**src/rtl/pe_pkg.sv**
```systemverilog
// Shared definitions for the systolic-array processing elements:
// mode encodings and signed saturation bounds.
package pe_pkg;

    localparam logic [1:0] MODE_IDLE       = 2'b00;
    localparam logic [1:0] MODE_WLOAD      = 2'b01;
    localparam logic [1:0] MODE_COMP       = 2'b10;
    localparam logic [1:0] MODE_COMP_WLOAD = 2'b11;

    localparam int SAT_W = 64;

    // Largest signed value representable in w bits, zero-extended to SAT_W.
    function automatic logic [SAT_W-1:0] sat_max(input int w);
        sat_max = (64'd1 << (w - 1)) - 64'd1;
    endfunction

    // Most negative signed value in w bits; low w bits are 100..0.
    function automatic logic [SAT_W-1:0] sat_min(input int w);
        sat_min = ~sat_max(w);
    endfunction

endpackage

```
**src/rtl/mac_sat.sv**
```systemverilog
// Combinational signed multiply-accumulate with overflow detect and
// optional clamp to the partial-sum range.
module mac_sat
    import pe_pkg::*;
#(
    parameter int DATA_WIDTH   = 8,
    parameter int WEIGHT_WIDTH = 8,
    parameter int PSUM_WIDTH   = 24,
    parameter bit SATURATE     = 1'b1
) (
    input  logic [DATA_WIDTH-1:0]   data,
    input  logic [WEIGHT_WIDTH-1:0] weight,
    input  logic [PSUM_WIDTH-1:0]   psum,
    output logic [PSUM_WIDTH-1:0]   result,
    output logic                    ovf
);

    localparam int PROD_W = DATA_WIDTH + WEIGHT_WIDTH;
    localparam int EXT_W  = PSUM_WIDTH + 1 - PROD_W;

    localparam logic [PSUM_WIDTH-1:0] PMAX = PSUM_WIDTH'(sat_max(PSUM_WIDTH));
    localparam logic [PSUM_WIDTH-1:0] PMIN = PSUM_WIDTH'(sat_min(PSUM_WIDTH));

    logic signed [PROD_W-1:0] prod;
    logic [PSUM_WIDTH:0]      sum;

    // Full-precision product, then one guard bit above the psum range so
    // overflow shows up as disagreement of the top two sum bits.
    always_comb begin
        prod   = $signed(data) * $signed(weight);
        sum    = {{EXT_W{prod[PROD_W-1]}}, prod} + {psum[PSUM_WIDTH-1], psum};
        ovf    = sum[PSUM_WIDTH] ^ sum[PSUM_WIDTH-1];
        result = sum[PSUM_WIDTH-1:0];
        if (SATURATE && ovf) begin
            result = sum[PSUM_WIDTH] ? PMIN : PMAX;
        end
    end

endmodule

```
**src/rtl/ws_pe_db.sv**
```systemverilog
// Weight-stationary PE with double-buffered weight: the shadow register
// forms the vertical weight chain while the active register feeds the MAC.
module ws_pe_db
    import pe_pkg::*;
#(
    parameter int DATA_WIDTH   = 8,
    parameter int WEIGHT_WIDTH = 8,
    parameter int PSUM_WIDTH   = 24,
    parameter bit SATURATE     = 1'b1
) (
    input  logic                    clk,
    input  logic                    rst_n,
    input  logic [1:0]              mode_ctrl,
    input  logic                    weight_swap,
    input  logic [DATA_WIDTH-1:0]   data_in,
    input  logic                    data_valid_in,
    input  logic [WEIGHT_WIDTH-1:0] weight_in,
    input  logic [PSUM_WIDTH-1:0]   psum_in,
    input  logic                    flag_clr,
    output logic [DATA_WIDTH-1:0]   data_out,
    output logic                    data_valid_out,
    output logic [WEIGHT_WIDTH-1:0] weight_out,
    output logic [PSUM_WIDTH-1:0]   psum_out,
    output logic                    sat_flag
);

    logic [WEIGHT_WIDTH-1:0] shadow_q, shadow_d;
    logic [WEIGHT_WIDTH-1:0] active_q, active_d;
    logic [DATA_WIDTH-1:0]   data_q, data_d;
    logic                    dvld_q, dvld_d;
    logic [PSUM_WIDTH-1:0]   psum_q, psum_d;
    logic                    sat_q, sat_d;

    logic                    wload, comp, mac_en;
    logic [PSUM_WIDTH-1:0]   mac_res;
    logic                    mac_ovf;

    // MAC always sees the active weight as it stood before this edge, so a
    // swap only takes effect for the following cycle.
    mac_sat #(
        .DATA_WIDTH   (DATA_WIDTH),
        .WEIGHT_WIDTH (WEIGHT_WIDTH),
        .PSUM_WIDTH   (PSUM_WIDTH),
        .SATURATE     (SATURATE)
    ) u_mac (
        .data   (data_in),
        .weight (active_q),
        .psum   (psum_in),
        .result (mac_res),
        .ovf    (mac_ovf)
    );

    // Next-state for every register from mode, swap and MAC result.
    always_comb begin
        wload  = (mode_ctrl == MODE_WLOAD) || (mode_ctrl == MODE_COMP_WLOAD);
        comp   = (mode_ctrl == MODE_COMP)  || (mode_ctrl == MODE_COMP_WLOAD);
        mac_en = comp && data_valid_in;

        shadow_d = wload ? weight_in : shadow_q;
        // Reads the pre-edge shadow, so load+swap moves the old shadow up.
        active_d = weight_swap ? shadow_q : active_q;
        data_d   = comp ? data_in : data_q;
        dvld_d   = mac_en;
        psum_d   = mac_en ? mac_res : psum_q;
        // Set has priority over clear.
        sat_d    = (mac_en && mac_ovf) || (sat_q && !flag_clr);
    end

    // State registers, all cleared asynchronously.
    always_ff @(posedge clk or negedge rst_n) begin
        if (!rst_n) begin
            shadow_q <= '0;
            active_q <= '0;
            data_q   <= '0;
            dvld_q   <= 1'b0;
            psum_q   <= '0;
            sat_q    <= 1'b0;
        end else begin
            shadow_q <= shadow_d;
            active_q <= active_d;
            data_q   <= data_d;
            dvld_q   <= dvld_d;
            psum_q   <= psum_d;
            sat_q    <= sat_d;
        end
    end

    assign data_out       = data_q;
    assign data_valid_out = dvld_q;
    assign weight_out     = shadow_q;
    assign psum_out       = psum_q;
    assign sat_flag       = sat_q;

endmodule

```
**config.mk**
```make
export PLATFORM = sky130hd
export DESIGN_NAME = ws_pe_db
export DESIGN_NICKNAME = d
export VERILOG_FILES = /design/src/rtl/pe_pkg.sv /design/src/rtl/mac_sat.sv /design/src/rtl/ws_pe_db.sv
export SDC_FILE = /design/constraint.sdc
export NUM_CORES = 1
export LEC_CHECK = 0
export ABC_AREA = 1
export CAP_MARGIN = 20
export CORE_ASPECT_RATIO = 0.5
export CORE_UTILIZATION = 45
export DETAILED_ROUTE_END_ITERATION = 12
export PLACE_DENSITY = 0.68
export SETUP_SLACK_MARGIN = 0.4
export SYNTH_ARGS = -nofsm -noshare
export SYNTH_HDL_FRONTEND = slang
export SYNTH_SLANG_ARGS = --single-unit
```
**constraint.sdc**
```tcl
create_clock -name clk -period 12.7 [get_ports clk]
set_input_delay 2.54 -clock clk [delete_from_list [all_inputs] [get_ports clk]]
set_output_delay 2.54 -clock clk [all_outputs]
set_load 0.01 [all_outputs]
```
After elaboration in Yosys (flattened, before gate mapping)
Index checks and enable logic that the tools add are counted.
{"block": "totals", "regBits": 50, "inputBits": 47, "out_inout_bits": 42, "elab_cells": 21}
{"block": "classes", "add_sub_neg": 1, "n_mul": 1, "n_eq_ne": 3, "mux": 2, "bitwise": 1, "reduce_logical": 7}
{"op": "two-way mux 24 bit", "count": 2}
{"op": "adder 16 x 24 -> 25 bit", "count": 1}
{"op": "multiplier 8 x 8 -> 16 bit", "count": 1}
{"op": "equality test 2 bit, second input constant", "count": 2}
{"op": "logical AND 1 bit", "count": 3}
{"op": "logical OR 1 bit", "count": 3}
{"op": "equality test 2 x 1 -> 1 bit, second input constant", "count": 1}
{"op": "zero test 1 bit", "count": 1}
{"op": "XOR 1 bit", "count": 1}

Depth between registers and ports, before layout
Gate-level depths: netlist (run 1).
{"block": "depth", "depth_word": 5, "ltp_mapped": 25, "ltp_nobuf": 23}

Cells and area by module
A second synthesis (run 1) with hierarchy kept.
{"block": "unflattened", "cells_unflattened": 855, "area_unflattened_um2": 7043.0}
{"module": "mac_sat", "n_inst": 1, "cells_per_inst": 643, "area_each_um2": 4999.8, "seq_area_each_um2": 0.0}
{"module": "ws_pe_db", "n_inst": 1, "cells_per_inst": 212, "area_each_um2": 2043.2, "seq_area_each_um2": 1251.2}

Worst setup path after synthesis (run 1)
OpenSTA, ideal clock, no wires.
{"block": "synth_timing", "kind": "input port to flip-flop", "startpoint": "in data_in[7]", "endpoint": "reg psum_q[21], in the netlist psum_out[21]", "setup_time_ns": 0.120, "t_arrival_ns": 7.289, "required_time_ns": 12.580, "path_slack_ns": 5.291, "cell_stages": 22, "n_path_buf": 2, "path_cell_list": "clkbuf_1 -> nand2_1 -> inv_1 -> fa_1 -> inv_1 -> fa_1 -> fa_1 -> fa_1 -> inv_1 -> ha_1 -> ha_1 -> nand2_1 -> nor2_1 -> and2_1 -> nand3b_1 -> nand3_1 -> nand2_1 -> nand2_4 -> nor2_4 -> nor2_4 -> buf_6 -> a21oi_2"}
{"block": "synth_via", "elab_chain_cells": 4, "elab_cells_between_ends": 5, "classes_between": "1 x add/sub; 1 x mul; 2 x mux; 1 x bitwise"}
{"item": "from (decl)", "line": "ws_pe_db.sv:15", "rtl": "input logic [DATA_WIDTH-1:0] data_in,"}
{"item": "multiplier 8 x 8 -> 16 bit (*)", "line": "mac_sat.sv:30", "rtl": "prod = $signed(data) * $signed(weight);"}
{"item": "adder 16 x 24 -> 25 bit (*)", "line": "mac_sat.sv:31", "rtl": "sum = {{EXT_W{prod[PROD_W-1]}}, prod} + {psum[PSUM_WIDTH-1], psum};"}
{"item": "two-way mux 24 bit or XOR 1 bit (tied branches)", "line": "mac_sat.sv:35, mac_sat.sv:32"}
{"item": "two-way mux 24 bit (*)", "line": "mac_sat.sv:34", "rtl": "if (SATURATE && ovf) begin"}
{"item": "to (signal assigned)", "line": "ws_pe_db.sv:83", "rtl": "psum_q <= psum_d;"}
{"item": "to (decl)", "line": "ws_pe_db.sv:31", "rtl": "logic [PSUM_WIDTH-1:0] psum_q, psum_d;"}
Every way passes the cells marked *; elsewhere a longest branch is shown, timed or not.
A chain may end at the register's enable or synchronous reset.

Worst setup path after layout (run 1)
{"block": "layout_timing", "startpoint": "in data_in[7]", "endpoint": "reg psum_q[1], in the netlist psum_out[1]"}
The elaborated chain is that of the path after synthesis.

==> impl_metrics.tcl, run 1 <==
set metrics [dict create \
    fin_crit_sh 0.650 \
    synth_edf_count 0 \
    hold_viol_final 0 \
    io_buffers 88 \
    max_freq_ghz 0.121 \
    dr_wl_met2_um 6820 \
    slew_headroom 0.408 \
    final_util 0.544 \
    m1WireLength_um 7330 \
    clock_skew_ns 0.00339 \
    h-tree-depth 2 \
    netlist_area_um2 6730 \
    clock-root-buffer "clkbuf_16" \
    grt_max_degree 51 \
    gp_congestion 0.907 \
    hp-start "psum_out[5]" \
    drive_gt1_frac 0.0463 \
    path_buf_inv 4 \
    path_delay_family "adder cells" \
    drc 0 \
    syn-num-nets 1003 \
    rr_startpoint "active_q[2]" \
    rrSetupSlack_ns 6.69 \
    min_path_cells 2 \
    crit_chain "clkdlybuf4s50_1, nand2_1, fa_1, fa_1, inv_1, fa_1, inv_1, fa_1, inv_1, ha_1, ha_1, nand2_1, nor2_1, and2_1, nand3b_1, nand3_1, nand2_1, nand2_4, nor2_4, nor2_4, o21ai_0" \
    numCtsBuffers 5 \
    worstPathArrival_ns 8.40 \
    n_fill_cell 1343 \
    syn_area_per_cell_um2 8.50 \
    post-cts-setup-buffer-count 0 \
    yosysTopAreaCell "fa_1" \
    dieWidth_um 175 \
    endpoint_kind "flop" \
    status "finished clean" \
    cp-start-kind "input pin" \
    insertion_delay_ns 0.29 \
    r2r_cells 20 \
    tritoncts "built" \
    cp.required_ns 12.85 \
    final_nets 1074 \
    yosysMostFrequentCell "inv_1" \
    cp_common_cell "fa_1" \
    critPathKind "in2reg" \
    core-area_um2 14500 \
    finalSetupTns_ns 0 \
    max_stage_delay_ns 0.72 \
    io_pins 89 \
    drtIter0Drc 207 \
    grt_pass1_wl_um 25500 \
    overflow 0 \
    synth_ff_type "dfrtp_1" \
    grt_pass1_vias 5288 \
    via_count 5137 \
    antenna_found_initial 0 \
    initial_utilization 0.463 \
    hp-class "reg2reg" \
    setup_viol 0 \
    die_h_um 88.5 \
    synth_top_area_frac 0.321 \
    diodes 0 \
    route.antenna.remaining_nets 0 \
    ys_ff_latch 50 \
    die-area_um2 15500 \
    reg2reg_to "psum_out[1]" \
    ys_top_cells_by_count "179 x inv_1, 176 x nand2_1, 108 x fa_1" \
    firstDrtPassIters 4 \
    place_hpwl_um 12400 \
    synth_cell_types 28 \
    yosysSeqAreaShare 0.186 \
    routedWlPerCell_um 13.9 \
    path_max_fanout 22 \
    synthTopCellsByArea "fa_1 32%, dfrtp_1 19%, ha_1 10%, inv_1 10%, nand2_1 9.8%" \
    drt_wl_total_um 14800 \
    cts_hold_buf 0 \
    cts.repair.resized 0 \
    area_growth_pct 17.6 \
    slew_violations 0 \
    wl_met3_um 460 \
    num_rows 31 \
    drv_cap 0 \
    track_usage 0.208 \
    synthArstFlopShare 1.00 \
    clk_pin_slew_worst_paths_ns 0.07 \
    rsz0062_at_grt "false" \
    clkSinkCount 50 \
    cp-startpoint "data_in[7]" \
    vias_per_cell 4.84 \
    fin_crit_ns 8.25 \
    cp_slowest_cell "fa_1" \
    top_layer "met4" \
    worst_pin_slew_ns 0.888 \
    min_to "psum_out[5]" \
    ys_warn_count 0 \
    cts_max_path_buffers 2 \
    synthCells 792 \
]
[how the worst max path moves through the flow]
stage	cells past startpoint	endpoint
floorplan	22	psum_out[21]
global placement	21	psum_out[1]
detailed placement	21	psum_out[1]
CTS	21	psum_out[1]
global route	21	psum_out[12]
finish	21	psum_out[1]
[worst min-delay path, cell delays in order (launching register included)]
cell and delay [ns]:
dfrtp_1 0.34, nand2_1 0.05, o21ai_0 0.06
[per-stage QoR]
stage          hold slack, ns  setup WS, ns  instance area (um2)  cells
2_1_floorplan           0.511          5.29                 6730    792
3_3_place_gp            0.469          4.12                 7720   1053
3_5_place_dp            0.471          3.99                 7720   1053
4_1_cts                 0.490          4.29                 7890   1061
5_1_grt                 0.512          4.07                 7920   1062
6_report                0.485          4.45                 7920   1062
[flip-flops by register name (all words and copies together), names as in the netlist]
| register | count |
|---|---|
| weight_out | 8 |
| psum_out | 24 |
| data_valid_out | 1 |
| sat_flag | 1 |
| active_q | 8 |
| data_out | 8 |
[cell type report]
| cell class | count | area, um2 | area share |
|---|---|---|---|
| timing repair buffer | 90 | 911 | 0.115 |
| sequential | 50 | 1250 | 0.158 |
| clock inverter | 3 | 40.0 | 0.00506 |
| inverter | 179 | 672 | 0.0849 |
| tap | 198 | 248 | 0.0313 |
| clock buffer | 5 | 125 | 0.0158 |
| multi-input combinational | 537 | 4670 | 0.590 |
[cell usage in the layout, fill, tap and decap left out, types with 3 or more instances in the layout]
cell / netlist / layout
dfrtp_1: 50 / 50
clkdlybuf4s50_1: 0 / 87
a21oi_2: 8 / 8
nand4_1: 6 / 6
nand2_1: 176 / 176
ha_1: 56 / 56
nand3_1: 23 / 23
clkbuf_16: 0 / 5
and2_1: 3 / 3
o21ai_2: 3 / 3
nand2_4: 3 / 3
o21bai_1: 4 / 4
inv_1: 179 / 179
o21ai_0: 14 / 14
nor2_1: 59 / 59
a21oi_1: 33 / 33
mux2_2: 9 / 9
xor2_1: 13 / 13
xnor2_1: 6 / 6
fa_1: 108 / 108
nor3_1: 3 / 3
[cells by family after synthesis]
kind of cell	Yosys count	share of synthesized area
AND/OR/NAND/NOR	281	0.173
buffers and inverters	205	0.120
adder cells (fa/ha/maj)	164	0.425
AO/OA/AOI/OAI	64	0.0556
flip-flops	50	0.186
XOR/XNOR	19	0.0247
multiplexers	9	0.0151
[layer usage]
metal	vias to the layer above	GRT usage
met4	0	0.0253
li1	2497	-
met3	14	0.0253
met1	2524	0.303
met2	102	0.345
met5	-	0
Power of run 1 is not shown: default switching activity piles up to over one toggle a cycle in this logic, so the estimate is an artifact.
==> run 2: changes to the inputs <==
- clock period: 12.7 -> 8.3 ns (I/O delays scaled with it)
==> run 2 against run 1 <==
Compared with the run above: cell count is 0.75% higher; worst hold slack improved by 0.0048 ns; non-clock buffer count grew 8; worst setup slack got worse by 3.5 ns; sequential cell count stayed put; wire length up 1.4%; critical path type unchanged.
==> impl_metrics.tcl, run 2 (synthesis results as in run 1) <==
set metrics [dict create \
    finalSetupTns_ns 0 \
    gp_congestion 0.885 \
    via_count 5147 \
    grt_pass1_vias 5375 \
    tritoncts "built" \
    area_growth_pct 18.7 \
    critPathKind "in2reg" \
    worstPathArrival_ns 7.53 \
    place_ws_ns 0.470 \
    firstDrtPassIters 5 \
    clock_skew_ns 0.00526 \
    m1WireLength_um 7380 \
    rsz0062_at_grt "false" \
    slew_violations 0 \
    io_buffers 88 \
    setup_viol 0 \
    die_h_um 88.5 \
    hold_viol_final 0 \
    path_max_fanout 22 \
    dr_wl_met2_um 6810 \
    clk_pin_slew_worst_paths_ns 0.07 \
    endpoint_kind "flop" \
    diodes 0 \
    drtIter0Drc 289 \
    cts_max_path_buffers 2 \
    final_util 0.549 \
    initial_utilization 0.463 \
    fin_crit_sh 0.889 \
    core-area_um2 14500 \
    die-area_um2 15500 \
    hp-class "reg2reg" \
    numCtsBuffers 5 \
    rrSetupSlack_ns 2.28 \
    dieWidth_um 175 \
    wl_met3_um 553 \
    drive_gt1_frac 0.0550 \
    antenna_found_initial 0 \
    insertion_delay_ns 0.30 \
    routedWlPerCell_um 14.0 \
    drv_cap 0 \
    final_nets 1082 \
    drt_wl_total_um 15000 \
    fin_crit_ns 7.38 \
    clock-root-buffer "clkbuf_16" \
    top_layer "met4" \
    io_pins 89 \
    layout_common_cells "178 x inv_1, 176 x nand2_1, 108 x fa_1, 87 x clkdlybuf4s50_1, 59 x nor2_1" \
    drc 0 \
    layout_commonest_cell "inv_1" \
    status "finished clean" \
    overflow 0 \
    largest_reg_flops 24 \
    cp.required_ns 8.45 \
    layout_setup_ws_ns 0.922 \
    slew_headroom 0.383 \
    worst_pin_slew_ns 0.925 \
    cp-start-kind "input pin" \
    grt_pass1_wl_um 26000 \
    clkSinkCount 50 \
    grt_max_degree 51 \
    vias_per_cell 4.81 \
    hold-worst-slack_ns 0.490 \
    h-tree-depth 2 \
    track_usage 0.213 \
    max_freq_ghz 0.136 \
    route.antenna.remaining_nets 0 \
    place_hpwl_um 12300 \
    num_rows 31 \
]
-- run 2: changes by cell type in the layout (fill, tap and decap cells not counted) --
| cell | before | now |
|---|---|---|
| clkbuf_1 | 0 | 1 |
| buf_12 | 0 | 2 |
| clkinv_2 | 2 | 0 |
| clkinvlp_4 | 0 | 2 |
| buf_4 | 1 | 8 |
| buf_16 | 1 | 0 |
| inv_1 | 179 | 178 |
-- run 2: layout make-up --
class	count	area, um2
Fill cell	1337	6560
Inverter	179	676
Clock inverter	2	37.5
Sequential cell	50	1250
Clock buffer	6	129
Tap cell	198	248
Multi-Input combinational cell	537	4670
Timing Repair Buffer	98	976
-- run 2: final timing paths --
path                        startpoint       endpoint  cells after the start
hold / removal             psum_out[5]    psum_out[5]                      2
setup / recovery            data_in[7]    psum_out[0]                     21
min in group asynchronous        rst_n  weight_out[1]                      2
max in group asynchronous        rst_n   psum_out[16]                      2
hold reg to reg            psum_out[5]    psum_out[5]                      2
setup reg to reg           active_q[2]    psum_out[0]                     20
-- run 2: what timing repair did --
item,in CTS,in global routing
hold buffers,0,0
gates resized for setup,0,1
endpoints found under the setup margin,0,16
setup buffers,0,9
-- run 2: metal layers --
layer / vias to the layer above / GRT usage
met1: 2514 / 0.302
met3: 17 / 0.0275
met5: - / 0
li1: 2515 / -
met2: 101 / 0.351
met4: 0 / 0.0506
-- run 2: critical path, stage by stage --
cell and delay (ns):
clkdlybuf4s50_1 0.63, nand2_1 0.22, fa_1 0.69, fa_1 0.73, inv_1 0.24, fa_1 0.54
inv_1 0.05, fa_1 0.47, inv_1 0.04, ha_1 0.27, ha_1 0.37, nand2_1 0.15
nor2_1 0.15, and2_1 0.16, nand3b_1 0.10, nand3_1 0.10, nand2_1 0.10, nand2_4 0.12
nor2_4 0.05, nor2_4 0.50, o21ai_0 0.18
-- run 2: per-stage QoR --
| stage | instance area, um2 | instances |
|---|---|---|
| floorplan | 6730 | 792 |
| global route | 7990 | 1070 |
| CTS | 7890 | 1061 |
| detailed placement | 7720 | 1053 |
| finish | 7990 | 1070 |
| global placement | 7720 | 1053 |
Power of run 2 is left out for the same reason.
==> run 3: changes to the inputs <==
- GPL_ROUTABILITY_DRIVEN: unset -> 0
==> run 3 against run 2 <==
Compared with the run above: register-to-register slack improved by 0.02 ns; cell count decreased by 0.75%; cell area down 0.86%; worst setup slack worse by 0.011 ns; via count shrank 2.1%; die area unchanged; highest routed layer unchanged.
==> impl_metrics.tcl, run 3 (synthesis results as in run 1) <==
set metrics [dict create \
    track_usage 0.205 \
    drt_wl_total_um 14300 \
    grt_util_met3 0.0236 \
    vias_per_cell 4.75 \
    initial_utilization 0.463 \
    hold_viol_final 0 \
    hp-start "sat_flag" \
    clk_pin_slew_worst_paths_ns 0.07 \
    finalInstanceArea_um2 7920 \
    critPathKind "in2reg" \
    max_freq_ghz 0.135 \
    endpoint_kind "flop" \
    top_usage_layer "met2" \
    cts.repair.resized 0 \
    regArea_um2 1250 \
    worstPathArrival_ns 7.53 \
    n_fill_cell 1388 \
    cts_hold_buf 0 \
    antenna_found_initial 0 \
    io_buffers 88 \
    firstDrtPassIters 5 \
    dieWidth_um 175 \
    diodes 0 \
    num_rows 31 \
    insertion_delay_ns 0.29 \
    die_h_um 88.5 \
    cts_max_path_buffers 2 \
    via_count 5040 \
    cp_slowest_cell "fa_1" \
    clkSinkCount 50 \
    slew_violations 0 \
    rsz0062_at_grt "false" \
    setup_viol 0 \
    area_growth_pct 17.6 \
    post-cts-setup-buffer-count 0 \
    overflow 0 \
    clock_skew_ns 0.00377 \
    h-tree-depth 2 \
    layout_common_cells "179 x inv_1, 176 x nand2_1, 108 x fa_1, 87 x clkdlybuf4s50_1, 59 x nor2_1" \
    grt_pass1_vias 5198 \
    routedWlPerCell_um 13.4 \
    final_nets 1074 \
    grt_pass1_wl_um 25100 \
    worst_pin_slew_ns 0.915 \
    cp_common_cell "fa_1" \
    clock-root-buffer "clkbuf_16" \
    rr_startpoint "active_q[2]" \
    status "finished clean" \
    die-area_um2 15500 \
    place_hpwl_um 11900 \
    multi_input_area_um2 4670 \
    slew_headroom 0.389 \
    cp-start-kind "input pin" \
    tritoncts "built" \
    postPlaceCellArea_um2 7720 \
    grtUsageMet1 0.293 \
    drv_cap 0 \
    fin_crit_sh 0.890 \
    hp-class "reg2reg" \
    numCtsBuffers 5 \
    core-area_um2 14500 \
    drtIter0Drc 299 \
    gr-usage-met2 0.347 \
    finalSetupTns_ns 0 \
    path_max_fanout 22 \
    cp-startpoint "data_in[7]" \
    cp.required_ns 8.44 \
    largest_reg_flops 24 \
    crit_chain "clkdlybuf4s50_1, nand2_1, fa_1, fa_1, inv_1, fa_1, inv_1, fa_1, inv_1, ha_1, ha_1, nand2_1, nor2_1, and2_1, nand3b_1, nand3_1, nand2_1, nand2_4, nor2_4, nor2_4, o21ai_0" \
    fin_crit_ns 7.39 \
    layout_commonest_cell "inv_1" \
    grt_max_degree 51 \
    route.antenna.remaining_nets 0 \
    drive_gt1_frac 0.0451 \
    max_stage_delay_ns 0.71 \
    final_util 0.544 \
    drc 0 \
    io_pins 89 \
]
==> run 3: metal layers <==
metal	vias up	part of all wire
li1	2499	-
met1	2406	0.49
met2	126	0.46
met3	9	0.042
met4	0	0.0062
met5	-	0
==> run 3: worst max-delay path: cells and delay by family <==
family / cells / cell delay (ns)
compound gates: 1 / 0.18
fa+ha+maj: 6 / 3.10
buf+inv: 4 / 0.97
simple gates: 10 / 1.63
==> run 3: worst paths after layout <==
path | depth (start not counted) | slack [ns] | endpoint
max in group asynchronous | 2 | 6.38 | psum_out[14]
hold reg to reg | 2 | 0.48 | sat_flag
min in group asynchronous | 2 | 1.47 | weight_out[1]
setup / recovery | 21 | 0.91 | psum_out[1]
hold / removal | 2 | 0.48 | sat_flag
setup reg to reg | 20 | 2.30 | psum_out[1]
==> run 3: area by class of cell <==
cell class              instances  share of cell area
well taps                     198              0.0313
flip-flops and latches         50               0.158
multi-input cells             537               0.590
clock inverters                 2             0.00474
inverters                     179              0.0849
clock buffers                   6              0.0163
repair buffers                 90               0.115
==> run 3: stage by stage <==
step,setup slack [ns],hold slack (ns),cells
2_1_floorplan,1.77,0.511,792
3_3_place_gp,0.667,0.465,1053
3_5_place_dp,0.538,0.473,1053
4_1_cts,0.808,0.490,1061
5_1_grt,0.486,0.511,1062
6_report,0.911,0.485,1062
Power of run 3 is left out for the same reason.
